File: src/rtl/pipeline_pkg.sv
// Shared pipeline definitions: register-number width, the zero register
// and the stall FSM state encoding used by the hazard logic.
package pipeline_pkg;

   localparam int REG_W = 5;
   localparam logic [REG_W-1:0] REG_ZERO = '0;

   typedef enum logic [1:0] {
      HZ_IDLE   = 2'd0,
      HZ_HOLD   = 2'd1,
      HZ_FREEZE = 2'd2
   } hz_state_t;

endpackage

File: src/rtl/hazard_match.sv
// Combinational source/destination comparator: does the instruction in ID
// read the register that an older instruction is about to write?
module hazard_match #(
   parameter int W = pipeline_pkg::REG_W
) (
   input  logic [W-1:0] rs,
   input  logic [W-1:0] rt,
   input  logic         uses_rs,
   input  logic         uses_rt,
   input  logic [W-1:0] rd,
   output logic         match
);
   import pipeline_pkg::*;

   // $zero is never a real producer, so a match against it is void
   assign match = (rd != W'(REG_ZERO)) &&
                  ((uses_rs && (rs == rd)) || (uses_rt && (rt == rd)));

endmodule

File: src/rtl/hazard_stall_unit.sv
// Stall/flush controller covering the hazards operand forwarding cannot.
// Optional statistics counters are built when HAZARD_STATS_EN is defined.
module hazard_stall_unit #(
   parameter int REG_W = pipeline_pkg::REG_W
`ifdef HAZARD_STATS_EN
   , parameter int STAT_W = 32
`endif
) (
   input  logic             clk,
   input  logic             reset,
   input  logic [REG_W-1:0] ID_rs,
   input  logic [REG_W-1:0] ID_rt,
   input  logic             ID_usesRs,
   input  logic             ID_usesRt,
   input  logic             ID_isBranch,
   input  logic             ID_EX_regWrite,
   input  logic             ID_EX_memRead,
   input  logic [REG_W-1:0] ID_EX_rd,
   input  logic             EX_MEM_memRead,
   input  logic [REG_W-1:0] EX_MEM_rd,
   input  logic             branchTaken,
   input  logic             memBusy,
   output logic             pcWrite,
   output logic             IF_ID_write,
   output logic             IF_ID_flush,
   output logic             ID_EX_bubble,
   output logic [1:0]       stallState
`ifdef HAZARD_STATS_EN
   , output logic [STAT_W-1:0] stallCycles
   , output logic [STAT_W-1:0] flushCount
   , output logic [STAT_W-1:0] freezeCycles
`endif
);
   import pipeline_pkg::*;

   hz_state_t        state_reg, state_next;
   logic [REG_W-1:0] rd_sel [2];
   logic [1:0]       match;
   logic             load_use, br_alu, br_load_ex, br_load_mem, stall_req;

   // index 0 compares against EX, index 1 against MEM
   assign rd_sel[0] = ID_EX_rd;
   assign rd_sel[1] = EX_MEM_rd;

   generate
      for (genvar gi = 0; gi < 2; gi++) begin : g_match
         hazard_match #(.W(REG_W)) u_match (
            .rs      (ID_rs),
            .rt      (ID_rt),
            .uses_rs (ID_usesRs),
            .uses_rt (ID_usesRt),
            .rd      (rd_sel[gi]),
            .match   (match[gi])
         );
      end
   endgenerate

   assign load_use    = ID_EX_memRead && match[0];
   assign br_alu      = ID_isBranch && ID_EX_regWrite && !ID_EX_memRead && match[0];
   assign br_load_ex  = ID_isBranch && ID_EX_memRead && match[0];
   assign br_load_mem = ID_isBranch && EX_MEM_memRead && match[1];
   assign stall_req   = load_use || br_alu || br_load_ex || br_load_mem;

   always_comb begin
      state_next   = state_reg;
      pcWrite      = 1'b1;
      IF_ID_write  = 1'b1;
      IF_ID_flush  = 1'b0;
      ID_EX_bubble = 1'b0;
      case (state_reg)
         HZ_IDLE: begin
            if (memBusy) begin
               pcWrite     = 1'b0;
               IF_ID_write = 1'b0;
               state_next  = HZ_FREEZE;
            end else if (stall_req) begin
               pcWrite      = 1'b0;
               IF_ID_write  = 1'b0;
               ID_EX_bubble = 1'b1;
               state_next   = br_load_ex ? HZ_HOLD : HZ_IDLE;
            end else if (ID_isBranch && branchTaken) begin
               IF_ID_flush = 1'b1;
            end
         end
         HZ_HOLD: begin
            pcWrite     = 1'b0;
            IF_ID_write = 1'b0;
            // a freeze here drops the pending bubble; brLoadMem re-raises it later
            if (memBusy) begin
               state_next = HZ_FREEZE;
            end else begin
               ID_EX_bubble = 1'b1;
               state_next   = HZ_IDLE;
            end
         end
         HZ_FREEZE: begin
            pcWrite     = 1'b0;
            IF_ID_write = 1'b0;
            if (!memBusy) state_next = HZ_IDLE;
         end
         default: state_next = HZ_IDLE;
      endcase
      stallState = state_reg;
      if (reset) begin
         state_next   = HZ_IDLE;
         pcWrite      = 1'b1;
         IF_ID_write  = 1'b1;
         IF_ID_flush  = 1'b0;
         ID_EX_bubble = 1'b0;
         stallState   = 2'd0;
      end
   end

   always_ff @(posedge clk) begin
      if (reset) state_reg <= HZ_IDLE;
      else       state_reg <= state_next;
   end

`ifdef HAZARD_STATS_EN
   logic [2:0] stat_inc;

   assign stat_inc = {!pcWrite && !ID_EX_bubble, IF_ID_flush, ID_EX_bubble};

   generate
      for (genvar gi = 0; gi < 3; gi++) begin : g_stat
         logic [STAT_W-1:0] cnt_reg;
         always_ff @(posedge clk) begin
            if (reset)
               cnt_reg <= '0;
            else if (stat_inc[gi] && (cnt_reg != {STAT_W{1'b1}}))
               cnt_reg <= cnt_reg + STAT_W'(1);
         end
      end
   endgenerate

   assign stallCycles  = g_stat[0].cnt_reg;
   assign flushCount   = g_stat[1].cnt_reg;
   assign freezeCycles = g_stat[2].cnt_reg;
`endif

endmodule

File: config.mk
export PLATFORM = sky130hd
export DESIGN_NAME = hazard_stall_unit
export DESIGN_NICKNAME = d
export VERILOG_FILES = /design/src/rtl/pipeline_pkg.sv /design/src/rtl/hazard_match.sv /design/src/rtl/hazard_stall_unit.sv
export SDC_FILE = /design/constraint.sdc
export NUM_CORES = 1
export LEC_CHECK = 0
export ABC_CLOCK_PERIOD_IN_PS = 1910
export BUFFER_PORTS_ARGS = -buffer_cell sky130_fd_sc_hd__buf_2
export CAP_MARGIN = 20
export CORE_AREA = 2 2 39 41
export DETAILED_ROUTE_END_ITERATION = 7
export DIE_AREA = 0 0 41 43
export GPL_ROUTABILITY_DRIVEN = 0
export PLACE_DENSITY = 0.68
export SLEW_MARGIN = 25
export SYNTH_ARGS = -nofsm -noshare
export SYNTH_HDL_FRONTEND = slang
export SYNTH_SLANG_ARGS = --single-unit
File: constraint.sdc
create_clock -name clk -period 1.91 [get_ports clk]
set_input_delay 0.2865 -clock clk [delete_from_list [all_inputs] [get_ports clk]]
set_output_delay 0.2865 -clock clk [all_outputs]
set_load 0.01 [all_outputs]
==> results of run 1 <==
## power by group through the flow
stage	combinational, W	sequential (W)	clock (W)
after floorplan	0.0000558	0.0000448	0
after global placement	0.000126	0.0000450	0
after detailed placement	0.000128	0.0000450	0
after CTS	0.000136	0.0000446	0.0000972
after global routing	0.000149	0.0000448	0.000100
final	0.000138	0.0000447	0.0000941
## layout by cell type, fill, tap and decap left out, types with 2 or more instances in the layout
master,synthesis,final
xnor2_1,12,12
dfxtp_1,2,2
nand2_1,2,2
xor2_1,8,7
nor2_1,3,2
buf_2,0,30
buf_6,0,4
buf_4,1,10
clkbuf_4,0,3
nand4_1,3,3
inv_1,2,2
nor3_1,3,3
## repair_timing
item | CTS | global route
setup endpoints to repair | 4 | 4
setup buffers | 0 | 0
gates resized for setup | 9 | 2
endpoints found under the hold margin | 0 | 0
pin swaps | 4 | 1
hold buffers | 0 | 0
gates cloned | 0 | 0
## area by class of cell
type                    count  area (sq um)
repair buffers             45           285
multi-input cells          48           372
fillers                   138           637
clock buffers               3          22.5
flip-flops and latches      2          40.0
inverters                   2          7.51
well taps                  16          20.0
## through the flow
| stage | hold slack (ns) | setup TNS (ns) | instance area (sq um) | instances |
|---|---|---|---|---|
| floorplan | 0.399 | 0 | 414 | 53 |
| global placement | 0.536 | -0.266 | 677 | 113 |
| detailed placement | 0.544 | -0.254 | 677 | 113 |
| CTS | 0.306 | 0 | 736 | 116 |
| global route | 0.325 | -0.300 | 747 | 116 |
| finish | 0.310 | 0 | 747 | 116 |
## path summary, 6_finish.rpt
path,to,slack [ns],depth (start not counted)
setup reg to reg,state_reg[0],0.98,3
hold reg to reg,state_reg[1],0.60,2
hold / removal,state_reg[1],0.31,3
setup / recovery,IF_ID_write,0.00007,7
## per-layer routing
layer,global-route usage (%),part of all wire (%)
met1,15.2,37
met2,28.4,49
met3,3.66,11
met4,3.33,2.2
met5,0,0
## worst min-delay path, cell delays in order
cell and delay [ns]:
buf_2 0.12, inv_1 0.05, nor2_1 0.03
## synth_stat cells
master	count	area, sq um
nor2_1	3	11.3
nand2_1	2	7.51
buf_4	1	7.51
a32oi_1	1	8.76
or4_2	1	8.76
and2_1	1	6.26
or4_1	1	7.51
dfxtp_1	2	40.0
nor3_1	3	15.0
xnor2_1	12	105
and4b_1	1	10.0
o2111ai_1	1	8.76
a21oi_1	1	5.00
a21o_1	1	7.51
nand3_1	1	5.00
nor4_2	1	12.5
inv_1	2	7.51
a31o_1	1	8.76
nor2b_1	1	6.26
or3_4	1	11.3
nand4_1	3	18.8
a31oi_1	1	6.26
nor4_1	1	6.26
or3_1	1	6.26
xor2_1	8	70.1
o22ai_1	1	6.26
## cell families after synthesis
logic type,Yosys count,share of synthesized area [%]
and+or+nand+nor,21,32.0
xor gates and xnor gates,20,42.3
AOI/OAI and AO/OA,7,12.4
buffers and inverters,3,3.63
DFF,2,9.67
==> flow_summary.yaml, run 1 <==
run:
  cap_violations: 0
setup_path:
  cp_slowest_cell: "or3_4"
  cpPeakStageDelay_ns: 0.35
  path_class: "input port to output pin"
  critPathLaunch: "ID_rt[1]"
  arrival_ns: 1.62
  critPathCaptureType: "output pin"
  start_kind: "input port"
  critical-path-top-delay-family: "simple AND/OR/NAND/NOR gates"
  cp.required_ns: 1.62
  worstPathBufferInverterCount: 2
  path_max_fanout: 3
  reg2reg_from: "state_reg[1]"
  crit_chain: "buf_8, xor2_2, nor4_2, a32oi_1, or3_4, a31o_1, buf_2"
pwr:
  power.density_nw_per_um2: 370
  combPwrFrac_pct: 49.8
  p_int_w: 0.000192
  p_leak_nw: 0.347
  seqPwrFrac_pct: 16.2
  finalPower_w: 0.000276
  p_clk_share_pct: 34.0
  switching_share_pct: 30.5
  p_switching_w: 0.0000843
  max-vdd-ir-drop_mv: 0.196
hold_path:
  hold_class: "input port to flop"
  hold_start: "memBusy"
detailed_routing:
  ant_nets: 0
  drt-vias-per-instance: 5.09
  first_pass_iters: 4
  wl_per_cell_um: 11.4
  drt-total-wl_um: 1320
  drc_errors: 0
  route.vias.total: 591
  first_iter_violations: 10
sta:
  skew_ns: 0.000397
  max_freq_mhz: 524
  worst_pin_slew_ns: 0.286
  maxSlewHeadroom_pct: 80.9
  finalCriticalPeriod_ns: 1.91
  grt_setup_unrepaired: "true"
  slew_viol_final: 0
  hold_viol: 0
  finalSetupViolCount: 0
  final.period_utilization_pct: 100
  worst_slack_ns: 0.0000712
cts:
  h-tree-depth: 1
  cts_tree: "yes"
  cts-buffers-inserted: 3
  cts_buffer_depth: 2
  worst_skew_pair.late_latency_ns: 0.22
  clk_pin_slew_ns: 0.03
  clock_sinks: 2
  cts-root-buf: "clkbuf_4"
layout:
  fin_util_pct: 54.0
  drive_above_1_share_pct: 53.0
  largest_reg_flops: 2
  area_growth_pct: 80.4
  n_antenna_cell: 0
  final_nets: 132
floorplan:
  design.core.area_sq_um: 1380
  die_x_um: 41
  initial_core_util_pct: 29.9
  std_cell_rows: 14
  die-area_sq_um: 1760
  io_pins: 36
  die_h_um: 43
grt:
  grt_max_degree: 6
  antenna_found_initial: 0
  track_usage_pct: 15.1
  gr-total-overflow: 0
  grt_pass1_wl_um: 1910
  grt_pass1_vias: 536
outcome:
  status: "finished clean"
synth:
  synth_cells: 53
  synth_nets: 83
  yosysWarningCount: 0
  synth-seq-area-share_pct: 9.67
  ys_types: 26
  ys_seq_elements: 2
  syn_avg_cell_area_sq_um: 7.81
  syn_area_sq_um: 414
placement:
  pre_cts_ws_ns: -0.0678
  numPortBuffers: 35
  dp_hpwl_um: 1130
Note: power is estimated with default switching activity, not from simulation.
==> run 2, diff against run 1 <==
RECOVER_POWER = 100   (was unset)
==> run 2 against run 1 <==
Compared with the run above: the flow now finishes with violations (negative setup slack); fmax is essentially flat; sequential share of layout area is essentially flat; die area is the same; via count grew 0.17%; sequential power is essentially flat; critical endpoint unchanged; largest cell class unchanged.
==> flow_summary.yaml, run 2 (synthesis results as in run 1) <==
outcome:
  status: "finished with violations"
  violations: "negative setup slack"
detailed_routing:
  first_iter_violations: 9
  first_pass_iters: 4
  wl_per_cell_um: 11.4
  route.vias.total: 592
  drt-vias-per-instance: 5.10
  ant_nets: 0
  drt-total-wl_um: 1320
  drc_errors: 0
floorplan:
  io_pins: 36
  initial_core_util_pct: 29.9
  die_x_um: 41
  die-area_sq_um: 1760
  die_h_um: 43
  design.core.area_sq_um: 1380
  std_cell_rows: 14
cts:
  cts_buffer_depth: 2
  clk_pin_slew_ns: 0.03
  cts-buffers-inserted: 3
  cts_setup_buffers: 0
  cts_tree: "yes"
  clock_sinks: 2
  cts-root-buf: "clkbuf_4"
  h-tree-depth: 1
  worst_skew_pair.late_latency_ns: 0.23
grt:
  grt_util_met3_pct: 3.66
  gr-total-overflow: 0
  grt_pass1_vias: 536
  gr-usage-met1_pct: 15.2
  grt_max_degree: 6
  grt_use_met2_pct: 28.4
  antenna_found_initial: 0
  track_usage_pct: 15.1
  top_usage_layer: "met2"
  grt_pass1_wl_um: 1910
setup_path:
  r2r-end: "state_reg[0]"
  path_max_fanout: 3
  critPathCaptureType: "output pin"
  start_kind: "input port"
  r2r_cells: 3
  cp.required_ns: 1.62
  arrival_ns: 1.62
  cp-endpoint: "IF_ID_write"
  reg2reg_from: "state_reg[1]"
  critPathLaunch: "ID_rt[1]"
  path_class: "input port to output pin"
  regToRegSetupSlack_ns: 0.98
sta:
  worst_pin_slew_ns: 0.286
  max_freq_mhz: 523
  finalSetupViolCount: 1
  slew_viol_final: 0
  worst_slack_ns: -0.000706
  final.period_utilization_pct: 100
  setup_tns_ns: -0.000706
  hold_viol: 0
  skew_ns: 0.00149
  grt_setup_unrepaired: "true"
  finalCriticalPeriod_ns: 1.91
  maxSlewHeadroom_pct: 80.9
layout:
  fillCellCount: 139
  mostFrequentLayoutCell: "buf_2"
  final_nets: 132
  area_growth_pct: 79.2
  drive_above_1_share_pct: 50.0
  final_cells: 116
  largest_reg_flops: 2
  n_antenna_cell: 0
  most-common-layout-cells: "buf_2, xnor2_1, buf_4, xor2_1, buf_6"
placement:
  dp_hpwl_um: 1130
  dp_cells: 113
  pre_cts_ws_ns: -0.0678
  numPortBuffers: 35
run:
  cap_violations: 0
pwr:
  p_leak_nw: 0.339
  power.density_nw_per_um2: 372
  max-vdd-ir-drop_mv: 0.195
hold_path:
  hold_class: "input port to flop"
==> run 2: cell count changes in the layout (fill, tap and decap cells not counted) <==
cell,previous run,this run
nor2_1,2,3
buf_2,30,28
nor2_2,1,0
clkbuf_1,0,2
==> run 2: what timing repair did <==
| item | CTS | global route |
|---|---|---|
| hold buffers | 0 | 0 |
| resized for setup | 9 | 2 |
| pin swaps | 4 | 1 |
| endpoints found under the setup margin | 4 | 4 |
==> run 2: routing by layer <==
| metal | wire (um) | part of all wire (%) |
|---|---|---|
| met5 | 0 | 0 |
| met2 | 657 | 50 |
| met4 | 29 | 2.2 |
| met3 | 157 | 12 |
| met1 | 477 | 36 |
==> run 2: cell type report <==
cell class	instances	area (sq um)	area share [%]
Clock buffer	3	22.5	3.04
Tap cell	16	20.0	2.70
Timing Repair Buffer	45	283	38.1
Inverter	2	7.51	1.01
Multi-Input combinational cell	48	369	49.7
Sequential cell	2	40.0	5.40
==> run 2: where the power goes <==
| part | switching [W] | internal (W) | total, W |
|---|---|---|---|
| logic | 0.0000580 | 0.0000790 | 0.000137 |
| clock network | 0.0000251 | 0.0000693 | 0.0000945 |
| registers | 0.00000139 | 0.0000433 | 0.0000447 |
| total | 0.0000845 | 0.000192 | 0.000276 |
==> run 2: through the flow <==
stage	total power [W]	hold slack [ns]	utilization (%)	cell area [sq um]
finish	0.000276	0.308	53.6	742
global route	0.000293	0.325	53.6	742
CTS	0.000278	0.306	53.2	736
detailed placement	0.000173	0.544	48.9	677
global placement	0.000171	0.536	48.9	677
floorplan	0.000101	0.399	-	414
==> run 2: worst min path at each step <==
stage	from	end	slack (ns)	cells after the start
6_report	memBusy	state_reg[1]	0.31	3
5_1_grt	memBusy	state_reg[1]	0.33	3
4_1_cts	memBusy	state_reg[1]	0.31	3
3_5_place_dp	memBusy	state_reg[1]	0.54	3
3_3_place_gp	memBusy	state_reg[1]	0.54	3
2_1_floorplan	memBusy	state_reg[1]	0.40	2
==> run 2: critical path, cell delays in order <==
cell and delay (ns):
buf_8 0.10, xor2_2 0.16, nor4_2 0.25, a32oi_1 0.14
or3_4 0.35, a31o_1 0.19, buf_2 0.14
==> run 3, diff against run 2 <==
CELL_PAD_IN_SITES_DETAIL_PLACEMENT = 1   (was unset)
CELL_PAD_IN_SITES_GLOBAL_PLACEMENT = 1   (was unset)
CORE_AREA = unset   (was 2 2 39 41)
CORE_ASPECT_RATIO = 1.25   (was unset)
CORE_MARGIN = 1.5   (was unset)
CORE_UTILIZATION = 23   (was unset)
DIE_AREA = unset   (was 0 0 41 43)
PLACE_DENSITY = unset   (was 0.68)
PLACE_DENSITY_LB_ADDON = 0.1   (was unset)
==> run 3 against run 2 <==
Compared with the run above: the run still ends with negative setup slack left; wire length rose by 12%; count of clock-buffer cells in the layout stayed put; via count is 3.2% lower.
==> flow_summary.yaml, run 3 (synthesis results as in run 1) <==
detailed_routing:
  route.vias.total: 573
  ant_nets: 0
  first_iter_violations: 2
  drt-vias-per-instance: 4.90
  first_pass_iters: 2
  drc_errors: 0
  drt-total-wl_um: 1480
  wl_per_cell_um: 12.7
floorplan:
  std_cell_rows: 16
  io_pins: 36
  design.core.area_sq_um: 1620
  die_h_um: 50.4
  initial_core_util_pct: 25.5
  die-area_sq_um: 2070
  die_x_um: 41.0
setup_path:
  cp_slowest_cell: "or3_4"
  cp.required_ns: 1.62
  path_class: "input port to output pin"
  worstPathBufferInverterCount: 2
  path_max_fanout: 3
  path_depth: 7
  cpPeakStageDelay_ns: 0.36
  r2r-end: "state_reg[0]"
  reg2reg_from: "state_reg[1]"
  crit_chain: "buf_8, xor2_2, nor4_2, a32oi_1, or3_4, a31o_1, buf_2"
  regToRegSetupSlack_ns: 0.97
  arrival_ns: 1.69
  r2r_cells: 3
  critPathCaptureType: "output pin"
  start_kind: "input port"
  critPathLaunch: "ID_rt[2]"
  critical-path-top-delay-family: "simple AND/OR/NAND/NOR gates"
sta:
  worst_pin_slew_ns: 0.267
  hold_viol: 0
  final.period_utilization_pct: 103
  max_freq_mhz: 507
  finalCriticalPeriod_ns: 1.97
  worst_slack_ns: -0.0630
  skew_ns: 0.00320
  setup_tns_ns: -0.207
  slew_viol_final: 0
  maxSlewHeadroom_pct: 82.2
  grt_setup_unrepaired: "true"
  finalSetupViolCount: 4
grt:
  grt_max_degree: 6
  grt_pass1_vias: 590
  grt_pass1_wl_um: 2290
  track_usage_pct: 16.1
  antenna_found_initial: 0
  gr-total-overflow: 0
placement:
  dp_hpwl_um: 1310
  pre_cts_ws_ns: -0.143
  numPortBuffers: 35
  placed_area_sq_um: 664
pwr:
  power.density_nw_per_um2: 373
  max-vdd-ir-drop_mv: 0.185
  p_int_w: 0.000192
  p_switching_w: 0.0000902
  seqPwrFrac_pct: 15.8
  switching_share_pct: 32.0
  p_leak_nw: 0.336
  p_clk_share_pct: 34.2
  combPwrFrac_pct: 50.0
outcome:
  status: "finished with violations"
  violations: "negative setup slack"
cts:
  cts-buffers-inserted: 3
  clock_sinks: 2
  cts-root-buf: "clkbuf_4"
  cts_buffer_depth: 2
  worst_skew_pair.late_latency_ns: 0.23
  clk_pin_slew_ns: 0.03
  postCtsHoldBufs: 0
  cts_tree: "yes"
  h-tree-depth: 1
layout:
  drive_above_1_share_pct: 53.5
  area_growth_pct: 82.5
  most-common-layout-cells: "buf_2, xnor2_1, buf_4, xor2_1"
  final_nets: 131
  largest_reg_flops: 2
  fin_area_sq_um: 756
  n_antenna_cell: 0
  mostFrequentLayoutCell: "buf_2"
hold_path:
  hold_depth: 3
  hold_class: "input port to flop"
  hold_end: "state_reg[1]"
  hold_start: "memBusy"
run:
  cap_violations: 0
## run 3: cell count changes in the layout (fill, tap and decap cells not counted)
cell	previous run	this run
nor2_2	0	1
buf_6	4	2
or4_2	0	1
buf_4	10	9
buf_8	1	2
or4_4	1	0
nor4_1	1	0
buf_2	28	29
nor2_1	3	2
xor2_2	1	3
nor4_2	1	2
xor2_1	7	5
## run 3: how the worst max path moves through the flow
stage | slack (ns) | to
after floorplan | 0.06 | pcWrite
after CTS | -0.06 | IF_ID_write
after global placement | -0.11 | pcWrite
final | -0.06 | IF_ID_write
after detailed placement | -0.14 | IF_ID_write
after global routing | -0.13 | IF_ID_write
## run 3: area by class of cell
type	count	area, sq um
multi-input cells	48	390
clock buffers	3	22.5
well taps	18	22.5
repair buffers	44	273
fillers	221	866
inverters	2	7.51
flip-flops and latches	2	40.0
## run 3: tightest hold or removal path, delay by kind of cell
kind / cells / cell delay (ns)
buffers and inverters: 2 / 0.17
AND/OR/NAND/NOR: 1 / 0.04
## run 3: what timing repair did
item / in CTS / in global routing
setup endpoints to repair: 4 / 4
pin swaps: 4 / 3
setup buffers: 0 / 1
gates resized for setup: 10 / 4
## run 3: power by group through the flow
| stage | Combinational, W | Clock [W] | Sequential [W] |
|---|---|---|---|
| finish | 0.000141 | 0.0000963 | 0.0000445 |
| detailed placement | 0.000127 | 0 | 0.0000451 |
| floorplan | 0.0000558 | 0 | 0.0000448 |
| global placement | 0.000125 | 0 | 0.0000450 |
| CTS | 0.000138 | 0.000102 | 0.0000446 |
| global route | 0.000155 | 0.000103 | 0.0000447 |
## run 3: through the flow
stage	cells	power, W	utilization, %	hold slack [ns]
finish	117	0.000282	46.6	0.317
global route	117	0.000303	46.6	0.331
CTS	116	0.000285	45.2	0.313
detailed placement	113	0.000172	41.0	0.543
global placement	113	0.000170	41.0	0.538
floorplan	53	0.000101	-	0.399
## run 3: routing by layer
metal	part of all wire [%]	GRT usage [%]	wire [um]	vias up
li1	-	-	-	283
met1	35	15.5	521	268
met2	60	30.7	884	22
met3	5.3	1.77	78	0
met4	0	6.67	0	0
met5	0	0	0	-
